===== config.mk =====
export PLATFORM = sky130hd
export DESIGN_NAME = uart_note_parser_flat
export DESIGN_NICKNAME = d
export VERILOG_FILES = /design/src/rtl/uart_note_parser_if.sv /design/src/rtl/uart_note_parser.sv /design/src/flat_wrapper.sv
export SDC_FILE = /design/constraint.sdc
export NUM_CORES = 1
export LEC_CHECK = 0
export BUFFER_PORTS_ARGS = -buffer_cell sky130_fd_sc_hd__buf_4
export CORE_MARGIN = 8
export CORE_UTILIZATION = 40
export DETAILED_ROUTE_END_ITERATION = 10
export PLACE_DENSITY_LB_ADDON = 0.1
export REMOVE_ABC_BUFFERS = 1
export SLEW_MARGIN = 10
export SYNTH_ARGS = -nofsm -noshare
export SYNTH_HDL_FRONTEND = slang
export SYNTH_SLANG_ARGS = --single-unit

===== constraint.sdc =====
create_clock -name sys_clk -period 4.6 [get_ports sys_clk]
set_clock_uncertainty 0.15 [all_clocks]
set_input_delay 0.46 -clock sys_clk [delete_from_list [all_inputs] [get_ports sys_clk]]
set_output_delay 0.46 -clock sys_clk [all_outputs]
set_load 0.1 [all_outputs]

===== src/rtl/uart_note_parser_if.sv =====
// Byte-in / note-out bundle of uart_note_parser. The master side feeds bytes and consumes notes.
// The slave side is the parser itself.
interface uart_note_parser_if #(
  parameter int FIFO_DEPTH = 16
) ();
  logic [7:0]                  rx_data;
  logic                        rx_done;
  logic                        note_ready;
  logic                        ovf_clr;
  logic                        note_valid;
  logic [5:0]                  note_code;
  logic [7:0]                  note_dur;
  logic [$clog2(FIFO_DEPTH):0] fifo_count;
  logic                        frame_err;
  logic                        overflow;

  modport master (
    output rx_data, rx_done, note_ready, ovf_clr,
    input  note_valid, note_code, note_dur, fifo_count, frame_err, overflow
  );

  modport slave (
    input  rx_data, rx_done, note_ready, ovf_clr,
    output note_valid, note_code, note_dur, fifo_count, frame_err, overflow
  );
endinterface


===== src/rtl/uart_note_parser.sv =====
// Parses 4-byte note frames (AA, NOTE, DUR, NOTE^DUR) into a show-ahead note FIFO.
// Define UART_NOTE_TIMEOUT_EN to abandon half-received frames after TIMEOUT_CYCLES idle cycles.
module uart_note_parser #(
  parameter int FIFO_DEPTH     = 16,
  parameter int MAX_NOTE       = 36,
  parameter int TIMEOUT_CYCLES = 2_000_000
) (
  input logic             sys_clk,
  input logic             sys_rst_n,
  uart_note_parser_if.slave bus
);
  localparam int AW = $clog2(FIFO_DEPTH);

  typedef enum logic [1:0] {IDLE, GOT_HDR, GOT_NOTE, GOT_DUR} state_t;

  state_t      state;
  state_t      eff_state;
  logic [7:0]  note_q;
  logic [7:0]  dur_q;
  logic [13:0] mem [FIFO_DEPTH];
  logic [AW-1:0] wr_ptr;
  logic [AW-1:0] rd_ptr;
  logic [AW:0]   count;
  logic timeout_hit;
  logic frame_ok;
  logic push_req;
  logic pop;
  logic full;
  logic push;
  logic ovf_set;

`ifdef UART_NOTE_TIMEOUT_EN
  localparam int TW = (TIMEOUT_CYCLES > 1) ? $clog2(TIMEOUT_CYCLES) : 1;
  logic [TW-1:0] tmo_cnt;

  always_ff @(posedge sys_clk or negedge sys_rst_n) begin
    if (!sys_rst_n)
      tmo_cnt <= '0;
    else if (state == IDLE || bus.rx_done || timeout_hit)
      tmo_cnt <= '0;
    else
      tmo_cnt <= tmo_cnt + 1'b1;
  end

  assign timeout_hit = (state != IDLE) && (tmo_cnt == TW'(TIMEOUT_CYCLES - 1));
`else
  assign timeout_hit = 1'b0;
`endif

  // A byte landing on the timeout cycle is parsed as if the frame had already been abandoned.
  assign eff_state = timeout_hit ? IDLE : state;
  assign frame_ok  = (bus.rx_data == (note_q ^ dur_q)) &&
                     ({24'd0, note_q} <= 32'(MAX_NOTE));
  assign push_req  = bus.rx_done && (eff_state == GOT_DUR) && frame_ok;
  assign full      = (count == (AW+1)'(FIFO_DEPTH));
  assign pop       = bus.note_ready && (count != '0);
  assign push      = push_req && (!full || pop);
  assign ovf_set   = push_req && full && !pop;

  always_ff @(posedge sys_clk or negedge sys_rst_n) begin
    if (!sys_rst_n) begin
      state         <= IDLE;
      note_q        <= '0;
      dur_q         <= '0;
      bus.frame_err <= 1'b0;
    end else begin
      bus.frame_err <= timeout_hit;
      if (bus.rx_done) begin
        case (eff_state)
          IDLE:     state <= (bus.rx_data == 8'hAA) ? GOT_HDR : IDLE;
          GOT_HDR: begin
            note_q <= bus.rx_data;
            state  <= GOT_NOTE;
          end
          GOT_NOTE: begin
            dur_q <= bus.rx_data;
            state <= GOT_DUR;
          end
          GOT_DUR: begin
            state <= IDLE;
            if (!frame_ok)
              bus.frame_err <= 1'b1;
          end
          default:  state <= IDLE;
        endcase
      end else if (timeout_hit) begin
        state <= IDLE;
      end
    end
  end

  always_ff @(posedge sys_clk or negedge sys_rst_n) begin
    if (!sys_rst_n) begin
      wr_ptr       <= '0;
      rd_ptr       <= '0;
      count        <= '0;
      bus.overflow <= 1'b0;
      for (int i = 0; i < FIFO_DEPTH; i++)
        mem[i] <= '0;
    end else begin
      if (push) begin
        mem[wr_ptr] <= {note_q[5:0], dur_q};
        wr_ptr      <= wr_ptr + 1'b1;
      end
      if (pop)
        rd_ptr <= rd_ptr + 1'b1;
      case ({push, pop})
        2'b10:   count <= count + 1'b1;
        2'b01:   count <= count - 1'b1;
        default: count <= count;
      endcase
      // A fresh overflow outranks a clear requested in the same cycle.
      if (ovf_set)
        bus.overflow <= 1'b1;
      else if (bus.ovf_clr)
        bus.overflow <= 1'b0;
    end
  end

  assign bus.note_valid = (count != '0);
  assign bus.note_code  = mem[rd_ptr][13:8];
  assign bus.note_dur   = mem[rd_ptr][7:0];
  assign bus.fifo_count = count;
endmodule


===== src/flat_wrapper.sv =====
// flat-port wrapper written by rule: the top's interface ports become plain ports
module uart_note_parser_flat 
#(
  parameter int FIFO_DEPTH     = 16,
  parameter int MAX_NOTE       = 36,
  parameter int TIMEOUT_CYCLES = 2_000_000
)
  (sys_clk, sys_rst_n, bus_rx_data, bus_rx_done, bus_note_ready, bus_ovf_clr, bus_note_valid, bus_note_code, bus_note_dur, bus_fifo_count, bus_frame_err, bus_overflow);
  uart_note_parser_if #(.FIFO_DEPTH(FIFO_DEPTH)) bus_i ();
  input logic sys_clk;
  input logic sys_rst_n;
  input wire logic [$bits(bus_i.rx_data)-1:0] bus_rx_data;
  input wire logic [$bits(bus_i.rx_done)-1:0] bus_rx_done;
  input wire logic [$bits(bus_i.note_ready)-1:0] bus_note_ready;
  input wire logic [$bits(bus_i.ovf_clr)-1:0] bus_ovf_clr;
  output wire logic [$bits(bus_i.note_valid)-1:0] bus_note_valid;
  output wire logic [$bits(bus_i.note_code)-1:0] bus_note_code;
  output wire logic [$bits(bus_i.note_dur)-1:0] bus_note_dur;
  output wire logic [$bits(bus_i.fifo_count)-1:0] bus_fifo_count;
  output wire logic [$bits(bus_i.frame_err)-1:0] bus_frame_err;
  output wire logic [$bits(bus_i.overflow)-1:0] bus_overflow;
  assign bus_i.rx_data = bus_rx_data;
  assign bus_i.rx_done = bus_rx_done;
  assign bus_i.note_ready = bus_note_ready;
  assign bus_i.ovf_clr = bus_ovf_clr;
  assign bus_note_valid = bus_i.note_valid;
  assign bus_note_code = bus_i.note_code;
  assign bus_note_dur = bus_i.note_dur;
  assign bus_fifo_count = bus_i.fifo_count;
  assign bus_frame_err = bus_i.frame_err;
  assign bus_overflow = bus_i.overflow;
  uart_note_parser #(.FIFO_DEPTH(FIFO_DEPTH), .MAX_NOTE(MAX_NOTE), .TIMEOUT_CYCLES(TIMEOUT_CYCLES)) u_core (.sys_clk(sys_clk), .sys_rst_n(sys_rst_n), .bus(bus_i));
endmodule

* Yosys cells after proc, flatten, opt, wreduce, memory -nomap -nowiden
Index checks and enable logic that the tools add are counted.
** Storage, ports and cells
- Register bits :: 257
- Bits in latches :: 0
- Bits in writable memories :: 0
- ROM bits :: 0
- Output and inout port bits :: 22
- Memories :: 0
** Operators by class
- $add $sub $neg :: 4
- $mul :: 0
- Div/mod/pow operators :: 0
- $lt $le $gt $ge :: 4
- Eq/ne operators :: 8
- Shift operators :: 0
- Multiplexer cells :: 14
- Bitwise logic cells :: 3
- Reduce and logical (&&, ||, !) cells :: 17
** Operators with widths (count)
- 224-bit bitwise mux :: 1
- 14-bit binary-select mux with 4-bit select :: 1
- 14-bit demux with 4-bit select :: 1
- 14-bit two-way mux :: 3
- 5-bit greater-or-equal comparator (second input constant) :: 2
- 4-bit NOT with 5-bit output :: 2
- 5-bit case mux with 2 select lines :: 1
- 4-bit by 1-bit adder with 4-bit output (second input constant) :: 2
- 8-bit equality test :: 1
- 8-bit equality test (second input constant) :: 1
- 8-bit by 6-bit <= comparator with 1-bit output (second input constant) :: 1
- 1-bit logical AND :: 8
- 2-bit case mux with 4 select lines :: 1
- 8-bit XOR :: 1
- 2-bit equality test (second input constant) :: 3
- 1-bit two-way mux :: 6
- 5-bit by 1-bit adder with 5-bit output (second input constant) :: 1
- 5-bit equality test (second input constant) :: 1
- 5-bit by 1-bit < comparator with 1-bit output (second input constant) :: 1
- 5-bit nonzero test :: 1
- 5-bit by 1-bit subtractor with 5-bit output (second input constant) :: 1
- 2-bit by 1-bit equality test with 1-bit output (second input constant) :: 2
- 2-bit AND reduction :: 2
- 2-bit nonzero test :: 2
- 3 further kinds :: 4

* Longest topological paths before layout
Gate-level depths: netlist (run 1).
- Depth after elaboration :: 7
- Gate-level depth with buffers :: 16

* Least setup slack after synthesis (run 1)
OpenSTA, ideal clock, no wires.
- Path type :: register to register
- Start :: register u_core.count[1] (netlist: u_core.bus.fifo_count[1])
- End :: register u_core.count[4] (netlist: u_core.bus.fifo_count[4])
- Arrival :: 4185 ps
- Slack :: 106 ps
- Stages on the path, launching flop included :: 15
- Buffers on the path :: 3
- Period minus slack after synthesis :: 4494 ps
- Cells stage by stage :: dfrtp_1 clkbuf_1 or4_1 nand2b_1 and2_1 clkbuf_1 ha_1 clkbuf_1 xor2_1 ha_1 o21a_1 o21ai_0 o21bai_1 mux2i_1 xnor2_1
** Between the ends
- Longest elaborated chain between the ends :: 6
- Elaborated cells between the ends (all ways) :: 12
- Classes of those cells :: add/sub (2); eq/ne (3); mux (1); reduce/logical (6)
** RTL lines
- from (decl) :: RTL line uart_note_parser.sv:23 : logic [AW:0] count;
- from (signal assigned) :: RTL line uart_note_parser.sv:108 : 2'b10: count <= count + 1'b1;
- from (signal assigned) :: RTL line uart_note_parser.sv:109 : 2'b01: count <= count - 1'b1;
- from (signal assigned) :: RTL line uart_note_parser.sv:110 : default: count <= count;
- 5-bit nonzero test (*)
- named net bus_note_valid :: RTL line flat_wrapper.sv:16 : output wire logic [$bits(bus_i.note_valid)-1:0] bus_note_valid;
- 1-bit logical AND (*) :: RTL line uart_note_parser.sv:56 : assign pop = bus.note_ready && (count != '0);
- named net u_core.pop :: RTL line uart_note_parser.sv:27 : logic pop;
- 1-bit logical OR :: RTL line uart_note_parser.sv:57 : assign push = push_req && (!full || pop);
- 1-bit logical AND :: RTL line uart_note_parser.sv:57
- 2-bit by 1-bit equality test with 1-bit output or 2-bit equality test (tied branches) :: RTL line uart_note_parser.sv:107 : case ({push, pop})
- 5-bit case mux with 2 select lines or 2-bit nonzero test (tied branches)
The timed path passes the listed nets; every way through them passes the cells marked *.
A chain may end at the register's enable or synchronous reset.

* Worst setup path in the final report (run 1)
- Start :: register u_core.rd_ptr[0]
- End :: output port bus_note_dur[1]
** Between the ends
- Longest elaborated chain between the ends :: 4
** RTL lines
- from (decl) :: RTL line uart_note_parser.sv:22 : logic [AW-1:0] rd_ptr;
- from (signal assigned) :: RTL line uart_note_parser.sv:106 : rd_ptr <= rd_ptr + 1'b1;
- 4-bit NOT with 5-bit output (implied by the code) :: RTL line uart_note_parser.sv:122 : assign bus.note_dur = mem[rd_ptr][7:0];
- 14-bit binary-select mux with 4-bit select :: RTL line uart_note_parser.sv:122
- 14-bit two-way mux (2 in series)
- to (decl) :: RTL line flat_wrapper.sv:18 : output wire logic [$bits(bus_i.note_dur)-1:0] bus_note_dur;
Every way passes these cells. The select of a mux whose other input is x is not followed.

==> results of run 1 <==
## synth_stat cells (4+ instances only)
library cell and count:
sky130_fd_sc_hd__xnor2_1 8, sky130_fd_sc_hd__clkbuf_1 36, sky130_fd_sc_hd__dfrtp_1 257, sky130_fd_sc_hd__nand3_1 6, sky130_fd_sc_hd__or4_1 6, sky130_fd_sc_hd__buf_6 4, sky130_fd_sc_hd__xnor3_1 4, sky130_fd_sc_hd__nand2_1 10
sky130_fd_sc_hd__buf_2 19, sky130_fd_sc_hd__inv_1 7, sky130_fd_sc_hd__nor2_1 7, sky130_fd_sc_hd__nand2b_1 4, sky130_fd_sc_hd__xor2_1 9, sky130_fd_sc_hd__mux2_2 202, sky130_fd_sc_hd__mux2_4 40, sky130_fd_sc_hd__buf_1 9
sky130_fd_sc_hd__ha_1 13, sky130_fd_sc_hd__mux4_2 70, sky130_fd_sc_hd__nor3_2 10
## layer usage
layer	track usage [%]	up-vias	wire, microns
li1	-	2838	-
met1	23.9	3618	13900
met2	26.7	123	13900
met3	3.09	53	1100
met4	4.71	0	773
met5	0	-	0
## worst max-delay path: cells and delay by family (launching register included)
kind | cells | cell delay (ns)
multiplexers | 2 | 1.10
flip-flops | 1 | 0.83
buffers and inverters | 2 | 0.62
## power by group through the flow
stage	registers, mW	logic (mW)	clock network, mW
6_report	2.95	1.29	2.30
5_1_grt	3.01	1.37	2.47
4_1_cts	2.96	1.31	2.37
3_5_place_dp	3.00	1.30	0
3_3_place_gp	2.97	1.28	0
2_1_floorplan	3.04	0.676	0
## worst max-delay path by stage
stage | endpoint | slack [ns] | cells past startpoint
2_1_floorplan | bus_note_code[0] | 0.27 | 2
3_3_place_gp | u_core.bus.fifo_count[4] | 1.04 | 13
3_5_place_dp | u_core.bus.fifo_count[4] | 0.89 | 13
4_1_cts | bus_note_dur[1] | 0.79 | 4
5_1_grt | u_core.bus.fifo_count[4] | 0.63 | 13
6_report | bus_note_dur[1] | 0.89 | 4
## per-stage QoR
step | setup slack (ns) | hold WS (ns)
detailed placement | 0.891 | 0.338
global placement | 1.04 | 0.316
floorplan | 0.268 | 0.0144
CTS | 0.786 | 0.0177
global route | 0.631 | 0.0342
finish | 0.889 | 0.0455
## kinds of logic after synthesis
logic type | share of synthesized area [%]
compound gates | 0.804
xor+xnor | 1.97
fa+ha+maj | 1.34
buf+inv | 2.82
flops | 53.0
mux | 37.0
simple gates | 3.04
## final cells by class
| type | instances | area, sq um |
|---|---|---|
| Fill cell | 2592 | 15900 |
| Timing Repair Buffer | 61 | 520 |
| Clock inverter | 8 | 97.6 |
| Clock buffer | 45 | 856 |
| Inverter | 7 | 26.3 |
| Sequential cell | 257 | 6440 |
| Multi-Input combinational cell | 419 | 5440 |
| Tap cell | 390 | 488 |
## flip-flops by register name, summed over array words and instances, names as in the netlist
| register | flops |
|---|---|
| u_core.wr_ptr | 4 |
| u_core.note_q | 8 |
| u_core.dur_q | 8 |
| u_core.eff_state | 2 |
| u_core.mem | 224 |
| u_core.bus.fifo_count | 5 |
| u_core.bus.frame_err | 1 |
| u_core.rd_ptr | 4 |
| u_core.bus.overflow | 1 |
## repair_timing
action / CTS / global route
buffers inserted: 0 / 0
endpoints found under the setup margin: 0 / 0
hold buffers: 2 / 0
hold endpoints to repair: 101 / 0
gates resized for setup: 0 / 0
==> impl_summary.txt, run 1 <==
----------------------------------------------------
[Pwr]
  Ratio of total power to cell area ... 472 mW/mm^2
  Register share of total power ... 45.1%
  Worst VDD drop ... 561 uV
  Power share of the clock group ... 35.2%
  Static leakage ... 6.75 nW
  Switching Share ... 33.3%
  Sw Pwr ... 2.18 mW
  Internal Dissipation ... 4.36 mW
  Overall Power ... 6.54 mW
  Relative contribution of combinational cells to total power ... 19.7%

[Finish]
  Proportion of layout cells with a drive suffix above 1 ... 54.1%
  Final core occ ... 46.5%
  Most common cell after layout, fill and taps aside ... sky130_fd_sc_hd__dfrtp_1
  Fin nets ... 801
  Most frequent cells in the layout ... sky130_fd_sc_hd__dfrtp_1 (255), sky130_fd_sc_hd__mux2_2 (202), sky130_fd_sc_hd__mux4_2 (70)
  Final design instance area without fill ... 0.0139 sq mm
  Antenna cell count ... 0
  Final std cells w/o fill ... 1,187
  Area grow syn2layout ... 14.2%

[Floorplan]
  Height of the chip ... 190 microns
  Number of top-level design ports ... 35
  Effective utilization at floorplan ... 40.7%
  Die ar. ... 0.0362 sq mm
  Area of the core ... 0.0298 sq mm
  DIE WIDTH ... 190 microns
  Number of rows in the core area ... 63

[Min path]
  Worst Hold End ... u_core.eff_state[1]
  Hold path cells ... 2
  Hold wc startpoint ... bus_rx_done
  Kind of path behind the tightest hold check ... in -> reg

[Critical path]
  Crit Reg-Reg Endpoint ... u_core.bus.fifo_count[4]
  Number of cells traversed by the worst register-to-register path ... 13
  Startpoint of the most critical register-to-register path ... u_core.note_q[3]
  Critical path fanouts, max ... 31
  Cell mode on critical path ... sky130_fd_sc_hd__mux4_2
  Cell chain of the critical path ... buf_12 > mux4_2 > mux4_2 > buf_4
  Reg-to-reg slack, setup ... 0.90 ns
  Max stage delay on crit path ... 0.83 ns
  Critical path class ... reg -> out
  Kind of capture point of the worst setup path ... primary output
  WP data arrival ... 3.10 ns
  Critical path data required time ... 3.99 ns
  Critical path launch point ... u_core.rd_ptr[0]
  Kind of launch point of the worst setup path ... register
  CP max-delay cell ... sky130_fd_sc_hd__dfrtp_4

[Routing]
  Remaining number of nets flagged by the antenna check after routing ... 0
  Iteration-0 DRC Markers ... 341
  DRC violations left ... 0
  Routed wire length ... 29,700 microns
  Via total after detailed routing ... 6,632
  Average vias per placed instance ... 5.59
  Detailed-router iteration count before antenna repair ... 6
  Average detailed-routed wire length per instance ... 25.0 microns

[Run status]
  Run status ... completed

[Clock network]
  H-tree lvl count ... 1
  Inserted Clock Buffers ... 29
  CTS max path bufs ... 3
  Clock sink count ... 257
  Worst-path clk slew ... 0.06 ns
  Clock tree root driver cell ... sky130_fd_sc_hd__clkbuf_16
  CTS tree ... done
  Latest clock arrival within the worst-skew pair ... 0.54 ns

[STA]
  Count of final max-slew check failures ... 0
  Count of endpoints failing setup in the final report ... 0
  Final number of hold-violating endpoints ... 0
  Headroom to the max-slew limit ... 43.4%
  Unrepaired setup endpoints after global routing ... false
  Fmax ... 0.269 GHz
  Period utilization ... 80.7%
  Shortest clock period the worst path allows after layout ... 3.71 ns
  Slew at the pin closest to its max-slew limit ... 0.848 ns
  Fin Setup TNS ... 0 ns

[GRT]
  Wire length of the first global-routing pass ... 47,000 microns
  Largest net degree at the start of global routing ... 104
  Number of global-route vias before repair ... 7,442
  Congestion Overflow GR ... 0
  Initial antenna violation count ... 0
  Overall global routing resource usage ... 17.0%

[Yosys]
  Fraction of post-synthesis cell area in the top cell type by area ... 53.0%
  Sequential cell area fraction in the yosys report ... 53.0%
  Netlist Area Pre-Place ... 0.0121 sq mm
  Post-synth cell types ... 42
  Cells after Synth ... 752
  EDFF count, synth ... 0
  Biggest area contributors in the synthesized netlist ... sky130_fd_sc_hd__dfrtp_1 (53%), sky130_fd_sc_hd__mux2_2 (19%), sky130_fd_sc_hd__mux4_2 (13%)
  Synth Register Bits ... 257
  YS warnings ... 0
  Synth Flop Type ... sky130_fd_sc_hd__dfrtp_1
  Post-synth ARST share ... 100%
  Cell type contributing the most total cell area after synthesis ... sky130_fd_sc_hd__dfrtp_1
  Syn_area_per_cell ... 16.1 sq um

[Run]
  Total of max-cap violations ... 0

[Placed design]
  Cell area after placement ... 0.0129 sq mm
  # placed instances ... 1,132
  GP Congestion ... 0.746
  Total of buffers placed on input and output ports ... 34
  HPWL after DPL ... 19,200 microns

----------------------------------------------------
Power figures use the tool's default switching activity.
==> run 2: changes to the inputs <==
Settings changed: ABC_AREA set to 1.
Clock period 4.6 ns to 3.44 ns, I/O delays scaled along.
==> impl_summary.txt, run 2 <==
----------------------------------------------------
[Run status]
  Run status ... completed

[Yosys]
  Adder and majority cell fraction of the synthesized area ... 1.22% (-0.12 points)
  Area fraction in and, or, nand and nor cells after synthesis ... 32.6% (+30 points)
  Cells after Synth ... 1,627 (+120%)
  Post-synth ARST share ... 100% (unchanged)
  Syn_area_per_cell ... 8.21 sq um (-49%)
  EDFF count, synth ... 0 (unchanged)
  YS warnings ... 0 (unchanged)
  Netlist Area Pre-Place ... 0.0134 sq mm (+10%)
  Combinational family with the most area after synthesis ... simple AND/OR/NAND/NOR gates
  Synth Flop Type ... sky130_fd_sc_hd__dfrtp_1
  Cell type contributing the most total cell area after synthesis ... sky130_fd_sc_hd__dfrtp_1
  Post-synth cell types ... 30 (-29%)
  Fraction of post-synthesis cell area in the top cell type by area ... 48.1% (-4.9 points)
  Area fraction in compound gates after synthesis ... 7.78% (+7.0 points)
  Synth Area in XOR/XNOR ... 0.655% (-1.3 points)
  Biggest area contributors in the synthesized netlist ... sky130_fd_sc_hd__dfrtp_1 (48%), sky130_fd_sc_hd__nand2_1 (16%), sky130_fd_sc_hd__nand4_1 (11%)
  Synth Register Bits ... 257 (unchanged)
  Top-count cell post-synth ... sky130_fd_sc_hd__nand2_1
  Sequential cell area fraction in the yosys report ... 48.1% (-4.9 points)
  Synth top cells by count ... sky130_fd_sc_hd__nand2_1 (552), sky130_fd_sc_hd__dfrtp_1 (257), sky130_fd_sc_hd__nand4_1 (233)
  Mux share of post-synthesis cell area ... 2.85% (-34 points)

[Finish]
  Fin nets ... 1,651 (+110%)
  Flip-flop count of the largest register, all copies and words added ... 224 (unchanged)
  Most frequent cells in the layout ... sky130_fd_sc_hd__nand2_1 (551), sky130_fd_sc_hd__dfrtp_1 (255), sky130_fd_sc_hd__nand4_1 (233)
  Largest reg by FF count ... u_core.mem
  Fillers ... 3,272 (+26%)
  Combined area of the multi-input logic cells ... 0.00604 sq mm (+11%)
  Most common cell after layout, fill and taps aside ... sky130_fd_sc_hd__nand2_1
  Area grow syn2layout ... 14.4%
  Largest registers ... u_core.mem (224), u_core.dur_q (8), u_core.note_q (8)
  Proportion of layout cells with a drive suffix above 1 ... 10.8% (-43 points)
  Register Area ... 0.00644 sq mm (about the same)
  Final design instance area without fill ... 0.0153 sq mm (+10%)
  Antenna cell count ... 0 (unchanged)

[Placed design]
  GP Congestion ... 0.786 (+5.4%)
  Cell area after placement ... 0.0142 sq mm (+10%)
  Total of buffers placed on input and output ports ... 34 (unchanged)
  HPWL after DPL ... 26,400 microns (+38%)
  Post-place setup slack ... 0.287 ns (-0.604 ns)

[Critical path]
  Number of cells traversed by the worst register-to-register path ... 11 (-2)
  Kind of launch point of the worst setup path ... register
  Kind of capture point of the worst setup path ... primary output
  WP data arrival ... 2.83 ns (-0.27 ns)
  Critical path fanouts, max ... 35 (+13%)
  Critical path data required time ... 2.95 ns (-1.04 ns)
  Critical path class ... reg -> out

[STA]
  Count of final max-slew check failures ... 0 (unchanged)
  Final number of hold-violating endpoints ... 0 (unchanged)
  Post-route setup slack ... 0.121 ns (-0.768 ns)
  Fmax ... 0.301 GHz
  Period utilization ... 96.5%
  Slew at the pin closest to its max-slew limit ... 1.13 ns (+0.279 ns)
  Shortest clock period the worst path allows after layout ... 3.32 ns
  Unrepaired setup endpoints after global routing ... false
  Headroom to the max-slew limit ... 24.8% (-19 points)
  Post-route worst hold slack ... 0.0486 ns (+0.00304 ns)
  Count of endpoints failing setup in the final report ... 0 (unchanged)

[Routing]
  Uppermost signal routing layer after detailed routing ... met4
  DRC violations left ... 0 (unchanged)
  Average vias per placed instance ... 5.79 (+3.7%)
  Via total after detailed routing ... 12,150 (+83%)
  Routed wire length ... 45,900 microns (+54%)
  Remaining number of nets flagged by the antenna check after routing ... 0 (unchanged)
  Iteration-0 DRC Markers ... 1,268 (+270%)
  Detailed-router iteration count before antenna repair ... 7 (+1)
  Met2 Wirelength ... 20,200 microns (+45%)
  WL met1 ... 21,200 microns (+52%)
  Average detailed-routed wire length per instance ... 21.9 microns (-13%)
  Met3 wire length ... 3490 microns (+220%)

[Pwr]
  Internal Dissipation ... 6.48 mW (+49%)
  Power share of the clock group ... 26.0% (-9.2 points)
  Static leakage ... 7.84 nW (+16%)
  Ratio of total power to cell area ... 796 mW/mm^2 (+69%)
  Register share of total power ... 28.2% (-17 points)
  Switching Share ... 46.8% (+13 points)
  Relative contribution of combinational cells to total power ... 45.8% (+26 points)
  Sw Pwr ... 5.70 mW (+160%)
  Worst VDD drop ... 826 uV (+47%)

[Floorplan]
  Number of rows in the core area ... 67 (+6.3%)
  Height of the chip ... 199 microns (+4.5%)
  Area of the core ... 0.0332 sq mm (+11%)
  DIE WIDTH ... 199 microns (+4.5%)
  Number of top-level design ports ... 35 (unchanged)
  Effective utilization at floorplan ... 40.3% (-0.48 points)
  Die ar. ... 0.0395 sq mm (+9.2%)

[GRT]
  Congestion Overflow GR ... 0 (unchanged)
  Overall global routing resource usage ... 23.4% (+6.4 points)
  Number of global-route vias before repair ... 12,021 (+62%)
  Largest net degree at the start of global routing ... 230 (+120%)
  Initial antenna violation count ... 0 (unchanged)
  Wire length of the first global-routing pass ... 72,300 microns (+54%)

[Clock network]
  Inserted Clock Buffers ... 31 (+6.9%)
  Clock tree root driver cell ... sky130_fd_sc_hd__clkbuf_16
  CTS tree ... done
  Clock sink count ... 257 (unchanged)
  CTS Hold Buffers Added ... 13 (+11)
  Worst-path clk slew ... 0.06 ns (about the same)
  Latest clock arrival within the worst-skew pair ... 0.56 ns (+0.02 ns)
  CTS max path bufs ... 3 (unchanged)
  CTS resizes ... 0 (unchanged)
  H-tree lvl count ... 1 (unchanged)
  Post-CTS Setup Bufs ... 0 (unchanged)

[Run]
  Total of max-cap violations ... 0 (unchanged)

[Min path]
  Kind of path behind the tightest hold check ... in -> reg
  Hold path cells ... 4 (+2)

----------------------------------------------------
[run 2: cell count changes in the layout (fill, tap and decap cells not counted), moves of 37 or more]
| cell | change |
|---|---|
| sky130_fd_sc_hd__buf_4 | +43 |
| sky130_fd_sc_hd__mux2_2 | -202 |
| sky130_fd_sc_hd__mux2_4 | -40 |
| sky130_fd_sc_hd__mux2i_1 | +37 |
| sky130_fd_sc_hd__mux4_2 | -70 |
| sky130_fd_sc_hd__nand2_1 | +541 |
| sky130_fd_sc_hd__nand4_1 | +231 |
| sky130_fd_sc_hd__nor2_1 | +110 |
| sky130_fd_sc_hd__o21ai_0 | +78 |
| sky130_fd_sc_hd__o221ai_1 | +37 |
[run 2: per-layer routing]
metal	vias up	GRT usage (%)
li1	5606	-
met1	6032	34.2
met2	449	35.0
met3	63	4.20
met4	0	6.78
met5	-	0
[run 2: cell type report]
cell class                      instances  area share [%]
Inverter                               45            1.10
Tap cell                              448            3.66
Clock inverter                          9           0.319
Timing Repair Buffer                  122            7.15
Clock buffer                           48            6.14
Multi-Input combinational cell       1168            39.5
Sequential cell                       257            42.1
[run 2: worst paths after layout]
check / endpoint / start / slack (ns)
min in group asynchronous: u_core.mem[54] / sys_rst_n / 0.21
max in group asynchronous: u_core.mem[29] / sys_rst_n / 2.03
max reg2reg: u_core.bus.overflow / u_core.note_q[5] / 0.20
min reg2reg: u_core.mem[187] / u_core.mem[187] / 0.32
min: u_core.rd_ptr[1] / bus_note_ready / 0.05
max: bus_note_code[4] / u_core.rd_ptr[0] / 0.12
[run 2: power by group through the flow]
stage                     combinational (mW)  clock [mW]  sequential, mW
after floorplan                         2.79           0            4.10
after global placement                  5.54           0            3.48
after detailed placement                5.53           0            3.48
after CTS                               5.56        3.23            3.43
after global routing                    5.92        3.34            3.46
final                                   5.58        3.17            3.43
[run 2: stage by stage]
step           cells  util [%]  power (mW)   TNS, ns
6_report        2097      46.1        12.2         0
3_5_place_dp    2027      42.7        9.02         0
4_1_cts         2097      46.1        12.2         0
2_1_floorplan   1470         -        6.89  -1086.27
3_3_place_gp    2027      42.7        9.02         0
5_1_grt         2097      46.1        12.7         0
[run 2: cells by family after synthesis]
family / after synthesis
AOI/OAI and AO/OA: 159
buffers and inverters: 202
muxes: 38
adders and majority gates: 13
and+or+nand+nor: 948
DFF: 257
xor gates and xnor gates: 10
[run 2: critical path, stage by stage (launching register included)]
cell and delay, ns:
sky130_fd_sc_hd__dfrtp_4 0.59, sky130_fd_sc_hd__buf_12 0.28, sky130_fd_sc_hd__buf_4 0.20, sky130_fd_sc_hd__o21ai_0 0.09, sky130_fd_sc_hd__o22ai_1 0.38, sky130_fd_sc_hd__o221ai_1 0.26, sky130_fd_sc_hd__nand2_1 0.12, sky130_fd_sc_hd__buf_4 0.29
